[src/rtl/multicycle_ctrl_pkg.sv]
// Shared constants for the multicycle controller: opcodes, ALU codes, FSM state
// encodings and decoded instruction classes.
package multicycle_ctrl_pkg;

  localparam int unsigned OPC_W   = 7;
  localparam int unsigned ALU_W   = 3;
  localparam int unsigned STATE_W = 3;

  localparam logic [OPC_W-1:0] OPC_ADD  = 7'b0110011;
  localparam logic [OPC_W-1:0] OPC_ADDI = 7'b0010011;
  localparam logic [OPC_W-1:0] OPC_LW   = 7'b0000011;
  localparam logic [OPC_W-1:0] OPC_SW   = 7'b0100011;

  localparam logic [ALU_W-1:0] ALU_ADD  = 3'b000;
  localparam logic [ALU_W-1:0] ALU_PASS = 3'b111;

  typedef enum logic [STATE_W-1:0] {
    S_IF   = 3'd0,
    S_ID   = 3'd1,
    S_EX   = 3'd2,
    S_MEM  = 3'd3,
    S_WB   = 3'd4,
    S_HALT = 3'd7
  } state_e;

  typedef enum logic [1:0] {
    CLS_ALU,
    CLS_LOAD,
    CLS_STORE,
    CLS_ILLEGAL
  } op_class_e;

endpackage

[src/rtl/multicycle_ctrl_dec.sv]
// Combinational opcode decode: instruction class and the ALU operation used in EX.
module multicycle_ctrl_dec
  import multicycle_ctrl_pkg::*;
(
  input  logic [OPC_W-1:0] opcode,
  output op_class_e        op_class_c,
  output logic [ALU_W-1:0] alu_ctl_c
);

  always_comb begin
    op_class_c = CLS_ILLEGAL;
    alu_ctl_c  = ALU_PASS;
    case (opcode)
      OPC_ADD, OPC_ADDI: begin
        op_class_c = CLS_ALU;
        alu_ctl_c  = ALU_ADD;
      end
      OPC_LW: begin
        op_class_c = CLS_LOAD;
        alu_ctl_c  = ALU_ADD;
      end
      OPC_SW: begin
        op_class_c = CLS_STORE;
        alu_ctl_c  = ALU_ADD;
      end
      default: ;
    endcase
  end

endmodule

[src/rtl/multicycle_ctrl.sv]
// Multicycle IF/ID/EX/MEM/WB controller with retired-instruction counter and sticky error.
// Optional macro MULTICYCLE_CTRL_ILLEGAL_TRAP_EN: illegal opcodes halt instead of acting as NOP.
module multicycle_ctrl
  import multicycle_ctrl_pkg::*;
#(
  parameter int unsigned CNT_W       = 16,
  parameter int unsigned MEM_TIMEOUT = 15
) (
  input  logic               clk,
  input  logic               rst,
  input  logic [OPC_W-1:0]   opcode,
  input  logic               mem_ready,
  output logic               pc_en,
  output logic               ir_load,
  output logic               write_en,
  output logic [ALU_W-1:0]   ALU_CTL,
  output logic               data_rom_write_en,
  output logic               data_rom_read_en,
  output logic [STATE_W-1:0] state,
  output logic [CNT_W-1:0]   retired,
  output logic               err
);

  localparam int unsigned WAIT_W = (MEM_TIMEOUT < 2) ? 1 : $clog2(MEM_TIMEOUT + 1);

  state_e            state_q, state_d;
  logic [WAIT_W-1:0] wait_q;
  logic              wait_inc;
  logic              retire;
  logic              set_err;
  op_class_e         op_class;
  logic [ALU_W-1:0]  dec_alu;

  multicycle_ctrl_dec u_dec (
    .opcode     (opcode),
    .op_class_c (op_class),
    .alu_ctl_c  (dec_alu)
  );

  assign state = state_q;

  // Strobes are decoded from the current state (and mem_ready in MEM) so that the
  // completing MEM cycle can raise pc_en in the same cycle the handshake lands.
  always_comb begin
    state_d           = state_q;
    pc_en             = 1'b0;
    ir_load           = 1'b0;
    write_en          = 1'b0;
    ALU_CTL           = ALU_PASS;
    data_rom_read_en  = 1'b0;
    data_rom_write_en = 1'b0;
    retire            = 1'b0;
    set_err           = 1'b0;
    wait_inc          = 1'b0;
    case (state_q)
      S_IF: begin
        ir_load = 1'b1;
        state_d = S_ID;
      end
      S_ID: begin
        if (op_class == CLS_ILLEGAL) begin
`ifdef MULTICYCLE_CTRL_ILLEGAL_TRAP_EN
          set_err = 1'b1;
          state_d = S_HALT;
`else
          pc_en   = 1'b1;
          retire  = 1'b1;
          state_d = S_IF;
`endif
        end else begin
          state_d = S_EX;
        end
      end
      S_EX: begin
        ALU_CTL = dec_alu;
        state_d = (op_class == CLS_LOAD || op_class == CLS_STORE) ? S_MEM : S_WB;
      end
      S_MEM: begin
        if (wait_q == WAIT_W'(MEM_TIMEOUT)) begin
          // Timeout: request already dropped, instruction abandoned without retiring.
          pc_en   = 1'b1;
          set_err = 1'b1;
          state_d = S_IF;
        end else begin
          data_rom_read_en  = (op_class == CLS_LOAD);
          data_rom_write_en = (op_class == CLS_STORE);
          if (mem_ready) begin
            if (op_class == CLS_LOAD) begin
              state_d = S_WB;
            end else begin
              pc_en   = 1'b1;
              retire  = 1'b1;
              state_d = S_IF;
            end
          end else begin
            wait_inc = 1'b1;
          end
        end
      end
      S_WB: begin
        write_en = 1'b1;
        pc_en    = 1'b1;
        retire   = 1'b1;
        state_d  = S_IF;
      end
      S_HALT: state_d = S_HALT;
      default: state_d = S_IF;
    endcase
    // Reset silences every strobe immediately, independent of the clock.
    if (rst) begin
      pc_en             = 1'b0;
      ir_load           = 1'b0;
      write_en          = 1'b0;
      ALU_CTL           = ALU_PASS;
      data_rom_read_en  = 1'b0;
      data_rom_write_en = 1'b0;
    end
  end

  always_ff @(posedge clk or posedge rst) begin
    if (rst) begin
      state_q <= S_IF;
      retired <= '0;
      err     <= 1'b0;
      wait_q  <= '0;
    end else begin
      state_q <= state_d;
      if (retire) retired <= retired + CNT_W'(1);
      if (set_err) err <= 1'b1;
      wait_q <= wait_inc ? wait_q + WAIT_W'(1) : '0;
    end
  end

endmodule

[config.mk]
export PLATFORM = sky130hd
export DESIGN_NAME = multicycle_ctrl
export DESIGN_NICKNAME = d
export VERILOG_FILES = /design/src/rtl/multicycle_ctrl_pkg.sv /design/src/rtl/multicycle_ctrl_dec.sv /design/src/rtl/multicycle_ctrl.sv
export SDC_FILE = /design/constraint.sdc
export NUM_CORES = 1
export LEC_CHECK = 0
export BUFFER_PORTS_ARGS = -buffer_cell sky130_fd_sc_hd__buf_4
export CORE_UTILIZATION = 51
export CTS_CLUSTER_DIAMETER = 120
export CTS_CLUSTER_SIZE = 28
export DETAILED_ROUTE_END_ITERATION = 7
export PLACE_DENSITY_LB_ADDON = 0.08
export SYNTH_ARGS = -nofsm -noshare
export SYNTH_HDL_FRONTEND = slang
export SYNTH_HIERARCHICAL = 1
export SYNTH_SLANG_ARGS = --single-unit
[constraint.sdc]
create_clock -name clk -period 2.3 [get_ports clk]
set_input_delay 0.115 -clock clk [delete_from_list [all_inputs] [get_ports clk]]
set_output_delay 0.115 -clock clk [all_outputs]
set_load 0.05 [all_outputs]
==> results of run 1 <==
[path summary, 6_finish.rpt]
check                               to  slack (ns)
setup / recovery           retired[10]        0.31
hold / removal               wait_q[0]        0.08
setup reg to reg           retired[10]        0.31
hold reg to reg              wait_q[0]        0.47
max in group asynchronous   retired[8]        1.61
min in group asynchronous   retired[0]        0.45
[power by group]
part | leakage (uW) | total, uW | internal, uW | switching [uW]
clock network | 0.0000279 | 304 | 176 | 128
registers | 0.000309 | 598 | 493 | 105
logic | 0.000441 | 722 | 231 | 490
total | 0.000778 | 1620 | 901 | 723
[cells in the mapped netlist]
master / number / area [sq um]
dfrtp_1: 24 / 601
nand2_1: 15 / 56.3
xnor2_1: 10 / 87.6
nand3_1: 9 / 45.0
nor2_1: 8 / 30.0
xor2_1: 7 / 61.3
nand2b_1: 6 / 37.5
ha_1: 5 / 62.6
inv_1: 4 / 15.0
nand4_1: 4 / 25.0
nor3b_1: 4 / 30.0
nor4_1: 4 / 25.0
a21oi_1: 3 / 15.0
and3_1: 3 / 18.8
buf_4: 3 / 22.5
nor3_1: 3 / 15.0
and2_1: 2 / 12.5
and4_1: 2 / 17.5
o211ai_1: 2 / 15.0
o21ai_0: 2 / 10.0
a21boi_0: 1 / 7.51
a31oi_1: 1 / 6.26
and2b_2: 1 / 8.76
and4bb_2: 1 / 12.5
buf_6: 1 / 11.3
clkbuf_1: 1 / 3.75
nand3_4: 1 / 17.5
nand3b_1: 1 / 7.51
nor2b_1: 1 / 6.26
o21bai_1: 1 / 7.51
o22a_1: 1 / 8.76
o22ai_2: 1 / 12.5
or2_2: 1 / 6.26
[final cells by class]
type	count	area, sq um
Sequential cell	24	601
Fill cell	187	772
Clock buffer	3	22.5
Timing Repair Buffer	39	295
Multi-Input combinational cell	100	682
Tap cell	30	37.5
Inverter	4	15.0
Clock inverter	1	30.0
[through the flow]
stage,util,instances
floorplan,-,133
global placement,0.660,196
detailed placement,0.660,196
CTS,0.686,201
global route,0.686,201
finish,0.686,201
[kinds of logic after synthesis]
kind of cell	count (synthesis)
adders and majority gates	5
and+or+nand+nor	66
buffers and inverters	9
xor gates and xnor gates	17
AOI/OAI and AO/OA	12
DFF	24
[per-layer routing]
layer | global-route usage | vias up | routed length [microns]
li1 | - | 533 | -
met2 | 0.342 | 13 | 1240
met3 | 0.0259 | 4 | 53
met1 | 0.308 | 521 | 1400
met4 | 0.0658 | 0 | 24
met5 | 0 | - | 0
[worst register-to-register path: cells and delay by family (launching register included)]
kind	cells	cell delay, ns
flip-flops	1	0.42
XOR/XNOR	1	0.20
AO/OA/AOI/OAI	1	0.36
AND/OR/NAND/NOR	3	0.72
adder cells (fa/ha/maj)	1	0.23
[flip-flops by register name (all words and copies together), names as in the netlist]
register,count
retired,16
err,1
wait_q,4
state,3
==> results.sh, run 1 <==
export IMPL_outcome="finished clean"
export IMPL_worstSetupPathType="reg -> reg"
export IMPL_slew_viol_final=0
export IMPL_synth_compound_area_share=0.0626
export IMPL_die_w_microns=52.9
export IMPL_syn_avg_cell_area_sq_um=9.92
export IMPL_dp_hpwl_microns=2080
export IMPL_area_growth_pct=27.6
export IMPL_start_util=0.537
export IMPL_antenna_found_initial=0
export IMPL_coreArea_sq_um=2450
export IMPL_die_y_microns=52.9
export IMPL_htree_levels=1
export IMPL_cts_path_max_buffers=2
export IMPL_period_share=0.865
export IMPL_cts_setup_buffers=0
export IMPL_io_pins=38
export IMPL_synth_simple_gate_area_frac=0.282
export IMPL_mappedNetlistArea_sq_um=1320
export IMPL_hold_path_depth=3
export IMPL_ant_nets=0
export IMPL_ff2ff_path_depth=6
export IMPL_cp_cell_sequence="ha_1 -> nand3_1 -> nand3_4 -> o22a_1 -> nor4_1 -> xor2_1"
export IMPL_grt_pass1_vias=990
export IMPL_cp_top_family="simple AND/OR/NAND/NOR gates"
export IMPL_portBuffers=37
export IMPL_hold_start="mem_ready"
export IMPL_vias=1071
export IMPL_cp_slowest_stage_delay_ns=0.42
export IMPL_setup_slack_ns=0.310
export IMPL_rows=18
export IMPL_critPathLaunch="wait_q[0]"
export IMPL_place_area_sq_um=1620
export IMPL_post_cts_resized=0
export IMPL_finalSetupViolations=0
export IMPL_cp_start_kind="register"
export IMPL_yosys_warnings=6
export IMPL_drt_total_wl_microns=2710
export IMPL_postLayoutCellArea_sq_um=1680
export IMPL_final_cell_mix="buf_4 (38), dfrtp_1 (24), nand2_1 (15), xnor2_1 (10), nand3_1 (9)"
export IMPL_crit_buf_inv=0
export IMPL_cp_arrival_ns=2.24
export IMPL_worst_pin_slew_ns=0.486
export IMPL_skew_ns=0.00746
export IMPL_worstPathRequired_ns=2.55
export IMPL_final_common_cell="buf_4"
export IMPL_ir_worst_vdd_mv=0.735
export IMPL_gp_congestion=0.802
export IMPL_drv_cap=0
export IMPL_pre_cts_slack_ns=0.218
export IMPL_drt_iter0_markers=15
export IMPL_clock_latency_ns=0.31
export IMPL_grt_use_total=0.217
export IMPL_r2r_start="wait_q[0]"
export IMPL_num_nets_final=187
export IMPL_cts_tree="yes"
export IMPL_max_slew_margin=0.676
export IMPL_synth_distinct_cells=33
export IMPL_holdWs_ns=0.0819
export IMPL_syn_num_nets=148
export IMPL_remaining_drc_errors=0
export IMPL_synth_mux_area_frac=0
export IMPL_root_buffer="clkbuf_4"
export IMPL_clkSlewWorstSetupHoldPaths_ns=0.14
export IMPL_hold_class="in -> reg"
export IMPL_hold_buffers=1
export IMPL_gr_total_overflow=0
export IMPL_cts_num_sinks=24
export IMPL_firstDrtPassIters=6
export IMPL_ys_seq_area_frac=0.455
export IMPL_clock_fmax_ghz=0.503
export IMPL_powerDensity_nw_per_um2=965
export IMPL_numCtsBuffers=3
export IMPL_synthAdderAreaFrac=0.0474
export IMPL_rsz0062_at_grt="no"
export IMPL_fin_total_pwr_uw=1620
export IMPL_cp_max_fo=8
export IMPL_fin_tns_setup_ns=0
export IMPL_synth_top_family_by_area="simple AND/OR/NAND/NOR gates"
export IMPL_syn_inst=133
export IMPL_grt_pass1_wl_microns=4420
export IMPL_die_area_sq_um=2790
export IMPL_p_leak_uw=0.000778
export IMPL_grt_max_degree=25
export IMPL_n_antenna_cell=0
export IMPL_period_minus_slack_ns=1.99
export IMPL_vias_per_cell=5.33
export IMPL_drive_gt1_frac=0.292
export IMPL_cp_depth=6
export IMPL_ys_ff_latch=24
export IMPL_synth_xor_area_frac=0.113
export IMPL_worstSetupEndpointType="register"
export IMPL_wl_per_cell_microns=13.5
export IMPL_hold_viol=0
export IMPL_crit_slowest_cell="dfrtp_1"
(Power assumes the default switching activity.)
==> inputs of run 2 (changes only) <==
--- a/config.mk
+++ b/config.mk
@@ -11,6 +11,7 @@
 export CTS_CLUSTER_SIZE = 28
 export DETAILED_ROUTE_END_ITERATION = 7
 export PLACE_DENSITY_LB_ADDON = 0.08
+export REMOVE_ABC_BUFFERS = 1
 export SYNTH_ARGS = -nofsm -noshare
 export SYNTH_HDL_FRONTEND = slang
 export SYNTH_HIERARCHICAL = 1
==> run 2 against run 1 <==
Critical path type unchanged. Design area is 1.9% lower. Critical path depth did not move. Core utilization fell by 1.3 points. Global-route usage increased by 0.90 points. Via count increased by 2.0%. Largest power group unchanged.
==> results.sh, run 2 (synthesis gave the netlist of run 1 again) <==
export IMPL_die_w_microns=52.9
export IMPL_area_growth_pct=25.1
export IMPL_r2r_start="wait_q[0]"
export IMPL_drive_gt1_frac=0.275
export IMPL_regMostFlops="retired"
export IMPL_gr_total_overflow=0
export IMPL_finalSetupViolations=0
export IMPL_rows=18
export IMPL_period_share=0.863
export IMPL_antenna_found_initial=0
export IMPL_vias_per_cell=5.43
export IMPL_powerDensity_nw_per_um2=932
export IMPL_grt_max_degree=25
export IMPL_ir_worst_vdd_mv=0.826
export IMPL_numCtsBuffers=3
export IMPL_place_area_sq_um=1600
export IMPL_htree_levels=1
export IMPL_clock_latency_ns=0.30
export IMPL_die_y_microns=52.9
export IMPL_remaining_drc_errors=0
export IMPL_worst_pin_slew_ns=0.525
export IMPL_hold_class="in -> reg"
export IMPL_grt_use_total=0.226
export IMPL_hold_viol=0
export IMPL_period_minus_slack_ns=1.98
export IMPL_die_area_sq_um=2790
export IMPL_cp_start_kind="register"
export IMPL_worstSetupPathType="reg -> reg"
export IMPL_wl_per_cell_microns=13.8
export IMPL_dp_hpwl_microns=2130
export IMPL_largest_reg_flops=16
export IMPL_cts_path_max_buffers=2
export IMPL_clock_fmax_ghz=0.504
export IMPL_drt_iter0_markers=13
export IMPL_cts_setup_buffers=0
export IMPL_root_buffer="clkbuf_4"
export IMPL_postLayoutCellArea_sq_um=1650
export IMPL_rsz0062_at_grt="no"
export IMPL_vias=1092
export IMPL_cp_max_fo=8
export IMPL_p_leak_uw=0.000770
export IMPL_cts_tree="yes"
export IMPL_critPathLaunch="wait_q[0]"
export IMPL_n_antenna_cell=0
export IMPL_final_cell_mix="buf_4 (38), dfrtp_1 (24), nand2_1 (15), xnor2_1 (10), nand3_1 (9)"
export IMPL_hold_start="mem_ready"
export IMPL_fin_tns_setup_ns=0
export IMPL_worstPathRequired_ns=2.54
export IMPL_max_slew_margin=0.648
export IMPL_drt_total_wl_microns=2770
export IMPL_cp_arrival_ns=2.22
export IMPL_place_inst=196
export IMPL_final_common_cell="buf_4"
export IMPL_grt_pass1_wl_microns=4570
export IMPL_firstDrtPassIters=4
export IMPL_skew_ns=0.00147
export IMPL_ant_nets=0
export IMPL_grt_pass1_vias=976
export IMPL_cts_num_sinks=24
export IMPL_slew_viol_final=0
export IMPL_final_cells=201
export IMPL_drv_cap=0
export IMPL_gp_congestion=0.794
export IMPL_worstSetupEndpointType="register"
export IMPL_portBuffers=37
export IMPL_num_nets_final=187
export IMPL_io_pins=38
export IMPL_coreArea_sq_um=2450
export IMPL_clkSlewWorstSetupHoldPaths_ns=0.12
export IMPL_outcome="finished clean"
export IMPL_start_util=0.537
==> run 2: cell count changes in the layout (fill, tap and decap cells not counted) <==
cell       previous run  this run
clkbuf_8              0         1
nor4_1                3         4
nor3b_2               2         0
nor4_2                1         0
bufinv_16             1         0
nor3b_1               2         4
==> run 2: critical path, stage by stage, from the launching register on <==
cell	delay (ns)
dfrtp_1	0.42
ha_1	0.23
nand3_1	0.21
nand3_4	0.13
o22a_1	0.36
nor4_1	0.37
xor2_1	0.19
==> run 2: worst paths after layout <==
path	to	slack [ns]	cells past startpoint
setup / recovery	retired[10]	0.32	6
setup reg to reg	retired[10]	0.32	6
hold / removal	wait_q[0]	0.09	3
min in group asynchronous	state[2]	0.48	4
max in group asynchronous	retired[1]	1.59	4
hold reg to reg	wait_q[0]	0.47	1
==> run 2: routing by layer <==
metal,vias to the layer above,part of all wire,global-route usage
met4,0,0.0098,0.0526
met1,524,0.45,0.307
met5,-,0,0
met3,4,0.045,0.0460
li1,538,-,-
met2,26,0.49,0.365
==> run 2: what timing repair did <==
item | in CTS | in global routing
hold endpoints to repair | 24 | 0
hold buffers | 1 | 0
resized for setup | 0 | 0
==> run 2: report_power, final <==
part	leakage [uW]	total [uW]	switching (uW)	internal, uW
clock	0.0000210	216	120	96.6
combinational	0.000440	721	492	229
sequential	0.000309	601	108	493
==> run 2: cell type report <==
| type | count | area (sq um) |
|---|---|---|
| tap | 30 | 37.5 |
| inverter | 4 | 15.0 |
| clock buffer | 4 | 36.3 |
| fill | 205 | 805 |
| timing repair buffer | 39 | 295 |
| multi-input combinational | 100 | 666 |
| sequential | 24 | 601 |
==> run 2: stage by stage <==
step                      hold WS (ns)   util  power [uW]  setup slack (ns)
after detailed placement         0.248  0.653        1330             0.225
after CTS                       0.0906  0.672        1550             0.314
after global routing            0.0884  0.672        1630             0.153
after floorplan                  0.135      -        1100            -0.162
final                           0.0919  0.672        1540             0.316
after global placement           0.227  0.653        1310             0.301
